### src/rtl/mm_pkg.sv
// mm_pkg: shared types for the matrix-multiply MAC sequencer.
//   state_e  - sequencer FSM states
//   track_t  - one tracking-pipe entry following a product through the multiplier
//   clog2_min1 - ceil(log2(n)) clamped to at least 1, for index/address widths
package mm_pkg;

    // Widest element address a tracking entry can carry (DIM up to 256).
    localparam int ADDR_MAX_W = 16;

    typedef enum logic [1:0] {
        IDLE  = 2'd0,
        ISSUE = 2'd1,
        DRAIN = 2'd2,
        DONE  = 2'd3
    } state_e;

    typedef struct packed {
        logic                  valid;
        logic                  first_k;
        logic                  last_k;
        logic [ADDR_MAX_W-1:0] addr;
    } track_t;

    function automatic int clog2_min1(input int n);
        return (n <= 2) ? 1 : $clog2(n);
    endfunction

endpackage

### src/rtl/mm_valid_pipe.sv
// mm_valid_pipe: fixed-depth shift register of tracking entries.
//   clk, rst_n : clock, asynchronous active-low reset (clears every stage)
//   in_e       : entry loaded into stage 0 every cycle
//   out_e      : tail entry (stage DEPTH-1)
module mm_valid_pipe
    import mm_pkg::*;
#(
    parameter int DEPTH = 7
) (
    input  logic   clk,
    input  logic   rst_n,
    input  track_t in_e,
    output track_t out_e
);

    track_t [DEPTH-1:0] pipe_q, pipe_d;

    always_comb begin
        pipe_d = {pipe_q[DEPTH-2:0], in_e};
    end

    always_ff @(posedge clk or negedge rst_n) begin
        if (!rst_n) pipe_q <= '0;
        else        pipe_q <= pipe_d;
    end

    assign out_e = pipe_q[DEPTH-1];

endmodule

### src/rtl/mm_mac_sequencer.sv
// mm_mac_sequencer: drives one shared pipelined multiplier to compute C = A x B
// for DIM x DIM unsigned matrices, one (i,j,k) product issued per cycle.
//   start/busy/done      : run control (start sampled only in IDLE)
//   a_rd_en/a_addr/a_data: A memory port, address i*DIM+k, data one cycle later
//   b_rd_en/b_addr/b_data: B memory port, address k*DIM+j
//   mul_a/mul_b/mul_p    : multiplier operands (pass-through) and product
//   c_we/c_addr/c_data   : registered C element write
//   cycle_cnt            : busy-cycle counter, present only with MM_PERF_CNT_EN
module mm_mac_sequencer
    import mm_pkg::*;
#(
    parameter int DIM     = 4,
    parameter int DW      = 32,
    parameter int MUL_LAT = 6,
    parameter int AW      = clog2_min1(DIM * DIM),
    parameter int ACC_W   = 2 * DW + $clog2(DIM)
) (
    input  logic             clk,
    input  logic             rst_n,
    input  logic             start,
    output logic             busy,
    output logic             done,
    output logic             a_rd_en,
    output logic [AW-1:0]    a_addr,
    output logic             b_rd_en,
    output logic [AW-1:0]    b_addr,
    input  logic [DW-1:0]    a_data,
    input  logic [DW-1:0]    b_data,
    output logic [DW-1:0]    mul_a,
    output logic [DW-1:0]    mul_b,
    input  logic [2*DW-1:0]  mul_p,
    output logic             c_we,
    output logic [AW-1:0]    c_addr,
    output logic [ACC_W-1:0] c_data
`ifdef MM_PERF_CNT_EN
    ,
    output logic [31:0]      cycle_cnt
`endif
);

    localparam int            CW        = clog2_min1(DIM);
    localparam logic [CW-1:0] IDX_LAST  = CW'(DIM - 1);
    localparam logic [AW-1:0] ADDR_LAST = AW'(DIM * DIM - 1);

    function automatic logic [AW-1:0] elem(input logic [CW-1:0] r, input logic [CW-1:0] c);
        return AW'(int'(r) * DIM + int'(c));
    endfunction

    state_e            state_q, state_d;
    logic [CW-1:0]     i_q, i_d, j_q, j_d, k_q, k_d;
    logic [ACC_W-1:0]  acc_q, acc_d;
    logic              c_we_q, c_we_d;
    logic [AW-1:0]     c_addr_q, c_addr_d;
    logic [ACC_W-1:0]  c_data_q, c_data_d;
    track_t            issue_e, tail_e;
    logic [ACC_W-1:0]  p_ext, mac;

    // ---------------- issue FSM and index counters ----------------
    always_comb begin
        state_d = state_q;
        i_d     = i_q;
        j_d     = j_q;
        k_d     = k_q;
        case (state_q)
            IDLE:  if (start) state_d = ISSUE;
            ISSUE: begin
                // k innermost, then j, then i; counters return to 0 after the last triple
                if (k_q == IDX_LAST) begin
                    k_d = '0;
                    if (j_q == IDX_LAST) begin
                        j_d = '0;
                        if (i_q == IDX_LAST) begin
                            i_d     = '0;
                            state_d = DRAIN;
                        end else begin
                            i_d = i_q + 1'b1;
                        end
                    end else begin
                        j_d = j_q + 1'b1;
                    end
                end else begin
                    k_d = k_q + 1'b1;
                end
            end
            // C is written in address order, so the final element marks the end
            DRAIN: if (c_we_q && c_addr_q == ADDR_LAST) state_d = DONE;
            DONE:  state_d = IDLE;
            default: state_d = IDLE;
        endcase
    end

    always_comb begin
        issue_e = '0;
        if (state_q == ISSUE) begin
            issue_e.valid   = 1'b1;
            issue_e.first_k = (k_q == '0);
            issue_e.last_k  = (k_q == IDX_LAST);
            issue_e.addr    = ADDR_MAX_W'(elem(i_q, j_q));
        end
    end

    // Stage 0 lines up with the read data; the tail lines up with mul_p.
    mm_valid_pipe #(.DEPTH(1 + MUL_LAT)) u_pipe (
        .clk   (clk),
        .rst_n (rst_n),
        .in_e  (issue_e),
        .out_e (tail_e)
    );

    // ---------------- accumulate and write back ----------------
    always_comb begin
        p_ext    = ACC_W'(mul_p);
        mac      = tail_e.first_k ? p_ext : acc_q + p_ext;
        acc_d    = acc_q;
        c_we_d   = 1'b0;
        c_addr_d = c_addr_q;
        c_data_d = c_data_q;
        if (tail_e.valid) begin
            acc_d = mac;
            if (tail_e.last_k) begin
                c_we_d   = 1'b1;
                c_addr_d = AW'(tail_e.addr);
                c_data_d = mac;
            end
        end
    end

    always_ff @(posedge clk or negedge rst_n) begin
        if (!rst_n) begin
            state_q  <= IDLE;
            i_q      <= '0;
            j_q      <= '0;
            k_q      <= '0;
            acc_q    <= '0;
            c_we_q   <= 1'b0;
            c_addr_q <= '0;
            c_data_q <= '0;
        end else begin
            state_q  <= state_d;
            i_q      <= i_d;
            j_q      <= j_d;
            k_q      <= k_d;
            acc_q    <= acc_d;
            c_we_q   <= c_we_d;
            c_addr_q <= c_addr_d;
            c_data_q <= c_data_d;
        end
    end

    assign busy    = (state_q == ISSUE) || (state_q == DRAIN);
    assign done    = (state_q == DONE);
    assign a_rd_en = (state_q == ISSUE);
    assign b_rd_en = (state_q == ISSUE);
    assign a_addr  = elem(i_q, k_q);
    assign b_addr  = elem(k_q, j_q);
    assign mul_a   = a_data;
    assign mul_b   = b_data;
    assign c_we    = c_we_q;
    assign c_addr  = c_addr_q;
    assign c_data  = c_data_q;

`ifdef MM_PERF_CNT_EN
    logic [31:0] cyc_cnt_q, cyc_cnt_d;

    always_comb begin
        cyc_cnt_d = cyc_cnt_q;
        if (state_q == IDLE && start)       cyc_cnt_d = '0;
        else if (busy && cyc_cnt_q != '1)   cyc_cnt_d = cyc_cnt_q + 32'd1;
    end

    always_ff @(posedge clk or negedge rst_n) begin
        if (!rst_n) cyc_cnt_q <= '0;
        else        cyc_cnt_q <= cyc_cnt_d;
    end

    assign cycle_cnt = cyc_cnt_q;
`endif

endmodule

### config.mk
export PLATFORM = sky130hd
export DESIGN_NAME = mm_mac_sequencer
export DESIGN_NICKNAME = d
export VERILOG_FILES = /design/src/rtl/mm_pkg.sv /design/src/rtl/mm_valid_pipe.sv /design/src/rtl/mm_mac_sequencer.sv
export SDC_FILE = /design/constraint.sdc
export NUM_CORES = 1
export LEC_CHECK = 0
export ABC_AREA = 1
export BUFFER_PORTS_ARGS = -buffer_cell sky130_fd_sc_hd__buf_2
export CAP_MARGIN = 20
export CORE_MARGIN = 3
export CORE_UTILIZATION = 49
export DETAILED_ROUTE_END_ITERATION = 8
export PLACE_DENSITY = 0.8
export SKIP_LAST_GASP = 1
export SYNTH_ARGS = -nofsm -noshare
export SYNTH_HDL_FRONTEND = slang
export SYNTH_SLANG_ARGS = --single-unit
### constraint.sdc
create_clock -name clk -period 5 [get_ports clk]
set_clock_uncertainty 0.05 [all_clocks]
set_input_delay 0.25 -clock clk [delete_from_list [all_inputs] [get_ports clk]]
set_output_delay 0.25 -clock clk [all_outputs]
set_load 0.05 [all_outputs]
# Yosys cells after proc, flatten, opt, wreduce, memory -nomap -nowiden
# Index checks and enable logic that the tools add are counted.
# word_totals
regBits	194
in_bits	131
output_inout_bits	147
wordCells	76
# op_classes
add_sub_neg	7
eq_ne	12
muxes	13
n_reduce_logical	8
# ops
cell	count
$add A66 B64 Y66	1
$mux W66	1
$mux W19	1
$mux W2	8
$add A4 B2 Y4	3
$eq A2 B2 Y1 const B	5
$pmux W2 S4	1
$add A2 B1 Y2 const B	3
$ne A2 B1 Y1 const B	3
$reduce_and A5 Y1	1
$eq A4 B4 Y1 const B	1
$logic_not A2 Y1	2
$ne A2 B2 Y1 const B	2
$reduce_and A2 Y1	2
$reduce_and A3 Y1	1
$eq A2 B1 Y1 const B	1
$mux W1	2
$logic_and A1 B1 Y1	1
$logic_or A1 B1 Y1	1

# Depth between registers and ports, before layout
# depth
depth_word	5
ltp_mapped	17
ltp_nobuf	17

# Cells and area by module
# Synthesis repeated with hierarchy kept, for this count alone.
# hier_totals
hier_cells	2236
hier_area_um2	16101.7
# by_module_without_submodules
module	instances	cells_each	area_per_inst_um2	seq_area_each_um2
mm_mac_sequencer	1	2103	12773.5	3628.5
mm_valid_pipe	1	133	3328.2	3328.2

# Least setup slack after synthesis
# Ideal clock, no wire load.
# synth_path
path_type	register to register
startpoint	reg acc_q[0]
endpoint	reg c_data_q[20], in the netlist c_data[20]
setup_time_ns	0.138
arrival_time_ns	1.910
required_time_ns	4.812
slack_ns	2.901
path_stages_with_launch	11
n_path_buf	0
path_cell_list	dfrtp_1 ha_1 fa_1 nand2_1 nand3_1 and2_1 nand4_1 nand3b_1 or2_2 nand3_1 a31oi_1
# synth_via
elab_chain_cells	2
# synth_rtl
item	line_no	source
from (decl)	mm_mac_sequencer.sv:51	logic [ACC_W-1:0] acc_q, acc_d;
from (signal assigned)	mm_mac_sequencer.sv:134	acc_q <= '0;
from (signal assigned)	mm_mac_sequencer.sv:143	acc_q <= acc_d;
$add A66 B64 Y66	mm_mac_sequencer.sv:113	mac = tail_e.first_k ? p_ext : acc_q + p_ext;
$mux W66	mm_mac_sequencer.sv:113	
to (signal assigned)	mm_mac_sequencer.sv:146	c_data_q <= c_data_d;
to (decl)	mm_mac_sequencer.sv:54	logic [ACC_W-1:0] c_data_q, c_data_d;
# Every way passes these cells.
# A chain may end at the register's enable or synchronous reset.

# Worst setup path after layout
# layout_path
startpoint	reg acc_q[0]
endpoint	reg c_data_q[40], in the netlist c_data[40]
# The elaborated chain is that of the path after synthesis.

==> run_results.csv <==
group,metric,value,unit
status,run_status,"finished clean",
yosys,synth_nets,2343,
sta,rsz0062_at_grt,"no",
cts,cts_sinks,194,
cts,cts_buffers,17,
layout,final_area,0.0152,sq mm
cts,cts.reportedPaths.clkPinSlew,0.09,ns
sta,setup_viol,0,
layout,final_cells,2595,
sta,fmax,373,MHz
sta,slew_viol_final,0,
cts,clk_path_buf_depth,2,
die,start_util,0.499,
setup_path,crit_path_max_fanout,5,
worst_hold_path,hp-class,"in -> reg",
placement,dpl.cell_count,2562,
placement,dp.final_hpwl,33000,microns
die,core_area,0.0279,sq mm
yosys,synth-seq-area-share,0.348,
cts,insertion_delay,0.46,ns
die,num_io_pins,278,
setup_path,worstPathArrival,2.97,ns
layout,layout-drive-gt1-share,0.124,
layout,fillCellCount,2853,
drt,vias,13206,
grt,grt_first_pass_wirelength,67100,microns
grt,grt_max_degree,128,
power,p_leak,8.77,nW
die,die_height,175,microns
drt,drc,0,
yosys,netlist_instances,2139,
drt,viasPerCell,5.09,
drt,ant_nets,0,
die,die_w,175,microns
sta,finalCritPeriodShare,0.537,
setup_path,crit-reg2reg-capture,"c_data[40]$_DFFE_PN0P_",
setup_path,crit_required,5.29,ns
sta,min_period,2.68,ns
cts,ctsResizeCount,0,
die,die_area,0.0305,sq mm
sta,maxSlewHeadroom,0.285,
setup_path,cp-start-kind,"flop",
power,switching_share,0.549,
setup_path,reg2regPathDepth,14,
worst_hold_path,min_from,"mul_p[37]",
power,power.share.clock,0.136,
drt,first_pass_iters,6,
setup_path,path_class,"reg -> reg",
grt,antenna_found_initial,0,
power,pwr-share-comb,0.628,
cts,cts_tree,"done",
drt,routed_wl,42500,microns
power,p_switching,5.97,mW
grt,grt_pass1_vias,12627,
yosys,synth.distinct_cells,34,
placement,gp_congestion,0.977,
setup_path,regToRegSetupSlack,2.32,ns
layout,layout.nets,2408,
setup_path,crit_path_end_kind,"flop",
layout,syn_to_final_growth,8.91,%
sta,hold_slack,0.0267,ns
placement,dpl-instance-area,0.0146,sq mm
setup_path,startpoint,"acc_q[0]$_DFFE_PN0P_",
grt,gr-total-overflow,0,
flow_run,drv_cap,0,
cts,post_cts_buffers,0,
yosys,ys_seq_elements,194,
sta,hold_violations,0,
yosys,post_synth.cell_area_avg,6.52,sq um
yosys,yosysWarnings,0,
cts,htreeDepth,4,
power,internal_power,4.91,mW
power,cellPowerDensity,717,mW/mm^2
cts,cts-root-buf,"clkbuf_16",
power,seq_power_share,0.235,
placement,io_buffers,149,
sta,fin_setup_tns,0,ns
sta,worstMarginPinSlew,1.07,ns
setup_path,crit_path_end,"c_data[40]$_DFFE_PN0P_",
die,row_count,61,
layout,antenna_cells,0,
setup_path,r2r_start,"acc_q[0]$_DFFE_PN0P_",
power,ir_worst_vdd,0.000505,V
layout,post-route-util,0.543,
yosys,netlist_area,0.0139,sq mm
grt,grt_usage,0.278,
drt,avgRoutedWirePerCell,16.4,microns
drt,drtIter0Drc,1114,
-- through the flow --
| step | total power, mW | setup slack (ns) |
|---|---|---|
| 2_1_floorplan | 7.69 | 2.90 |
| 3_3_place_gp | 9.22 | 2.43 |
| 3_5_place_dp | 9.33 | 2.38 |
| 4_1_cts | 10.8 | 2.35 |
| 5_1_grt | 11.8 | 2.14 |
| 6_report | 10.9 | 2.32 |
-- layout by cell type, fill, tap and decap left out, types with 6 or more instances in the layout --
cell,count
o21ai_2,7
inv_1,335
xnor2_1,14
buf_2,148
or2_2,39
dfrtp_1,193
o21ai_0,53
nand4_1,14
nand3b_1,10
a31oi_1,16
nor2_2,9
ha_1,72
o21ai_1,9
buf_4,6
clkbuf_16,17
nand2_1,856
nand2_2,19
nor3_1,13
nand3_1,151
a21oi_1,61
nor2_1,122
-- worst max-delay path, cell delays in order, from the launching register on --
cell and delay (ns):
dfrtp_1 0.39, ha_1 0.22, fa_1 0.46, nand2_1 0.12
nand3_1 0.09, nand3_1 0.12, nand2_2 0.11, nand2_1 0.08
nand3_1 0.17, nand2_1 0.19, inv_1 0.07, o21bai_1 0.14
nand3_1 0.16, nand3_1 0.14, nand2_1 0.06
-- power groups by stage --
stage,combinational (mW),sequential [mW],clock (mW)
after global placement,6.66,2.56,0
after CTS,6.78,2.56,1.49
after floorplan,4.25,3.44,0
after detailed placement,6.75,2.58,0
after global routing,7.58,2.64,1.57
final,6.84,2.56,1.48
-- logic make-up after synthesis --
kind of cell / share of synthesized area
AOI/OAI and AO/OA: 0.0633
DFF: 0.348
buffers and inverters: 0.140
muxes: 0.000808
adders and majority gates: 0.0661
and+or+nand+nor: 0.373
xor gates and xnor gates: 0.00880
-- registers in the layout (all words and copies together), names as in the netlist --
name,flops
j_q,2
c_we,1
i_q,2
c_data,66
u_pipe.pipe_d,42
state_q,2
acc_q,66
u_pipe.out_e,7
c_addr,4
k_q,2
-- synthesized netlist by cell type --
library cell	instances	share of area
nand2_2	18	0.0081
nor3_1	13	0.0047
nor3_2	4	0.0029
a31oi_1	16	0.0072
nand3b_2	1	0.00081
buf_4	67	0.036
o21ai_1	9	0.0032
nand3_1	151	0.054
o21ai_2	7	0.0044
or2_2	39	0.018
o21bai_1	5	0.0027
inv_2	2	0.00054
nor2_1	122	0.033
nand3_2	4	0.0029
o21a_1	2	0.0011
nor4_1	1	0.00045
a21oi_1	61	0.022
xnor2_1	14	0.0088
ha_1	72	0.065
o21ai_0	53	0.019
nand3b_1	10	0.0054
o211ai_1	5	0.0027
fa_1	1	0.0014
nand2_1	857	0.23
buf_2	10	0.0036
buf_1	5	0.0013
dfrtp_1	194	0.35
a21o_1	2	0.0011
nor2_2	9	0.0040
nand4_1	14	0.0063
inv_1	337	0.091
and2_1	4	0.0018
clkbuf_1	29	0.0078
mux2_2	1	0.00081
-- worst min-delay path by stage --
| stage | depth (start not counted) | to | slack (ns) |
|---|---|---|---|
| 2_1_floorplan | 0 | acc_q[0]$_DFFE_PN0P_ | -0.1 |
| 3_3_place_gp | 1 | acc_q[42]$_DFFE_PN0P_ | 0.23 |
| 3_5_place_dp | 1 | c_data[42]$_DFFE_PN0P_ | 0.24 |
| 4_1_cts | 3 | acc_q[37]$_DFFE_PN0P_ | 0.02 |
| 5_1_grt | 3 | acc_q[37]$_DFFE_PN0P_ | 0.05 |
| 6_report | 3 | acc_q[37]$_DFFE_PN0P_ | 0.03 |
-- area by class of cell --
class | instances | area [sq um] | area share
Inverter | 339 | 1270 | 0.0838
Multi-Input combinational cell | 1495 | 7130 | 0.470
Clock inverter | 14 | 188 | 0.0124
Tap cell | 378 | 473 | 0.0312
Clock buffer | 18 | 429 | 0.0283
Sequential cell | 194 | 4860 | 0.320
Timing Repair Buffer | 157 | 830 | 0.0546
-- timing repair --
action	CTS	global route
setup endpoints to repair	0	0
hold buffers	1	0
hold endpoints to repair	67	0
-- metal layers --
layer	global-route usage	vias up	wire (microns)
met5	0	-	0
met4	0.0901	0	1120
met3	0.0456	93	3300
met2	0.436	464	18600
met1	0.393	6009	19500
li1	-	6640	-
No activity file was read; power rests on OpenSTA's default activity.
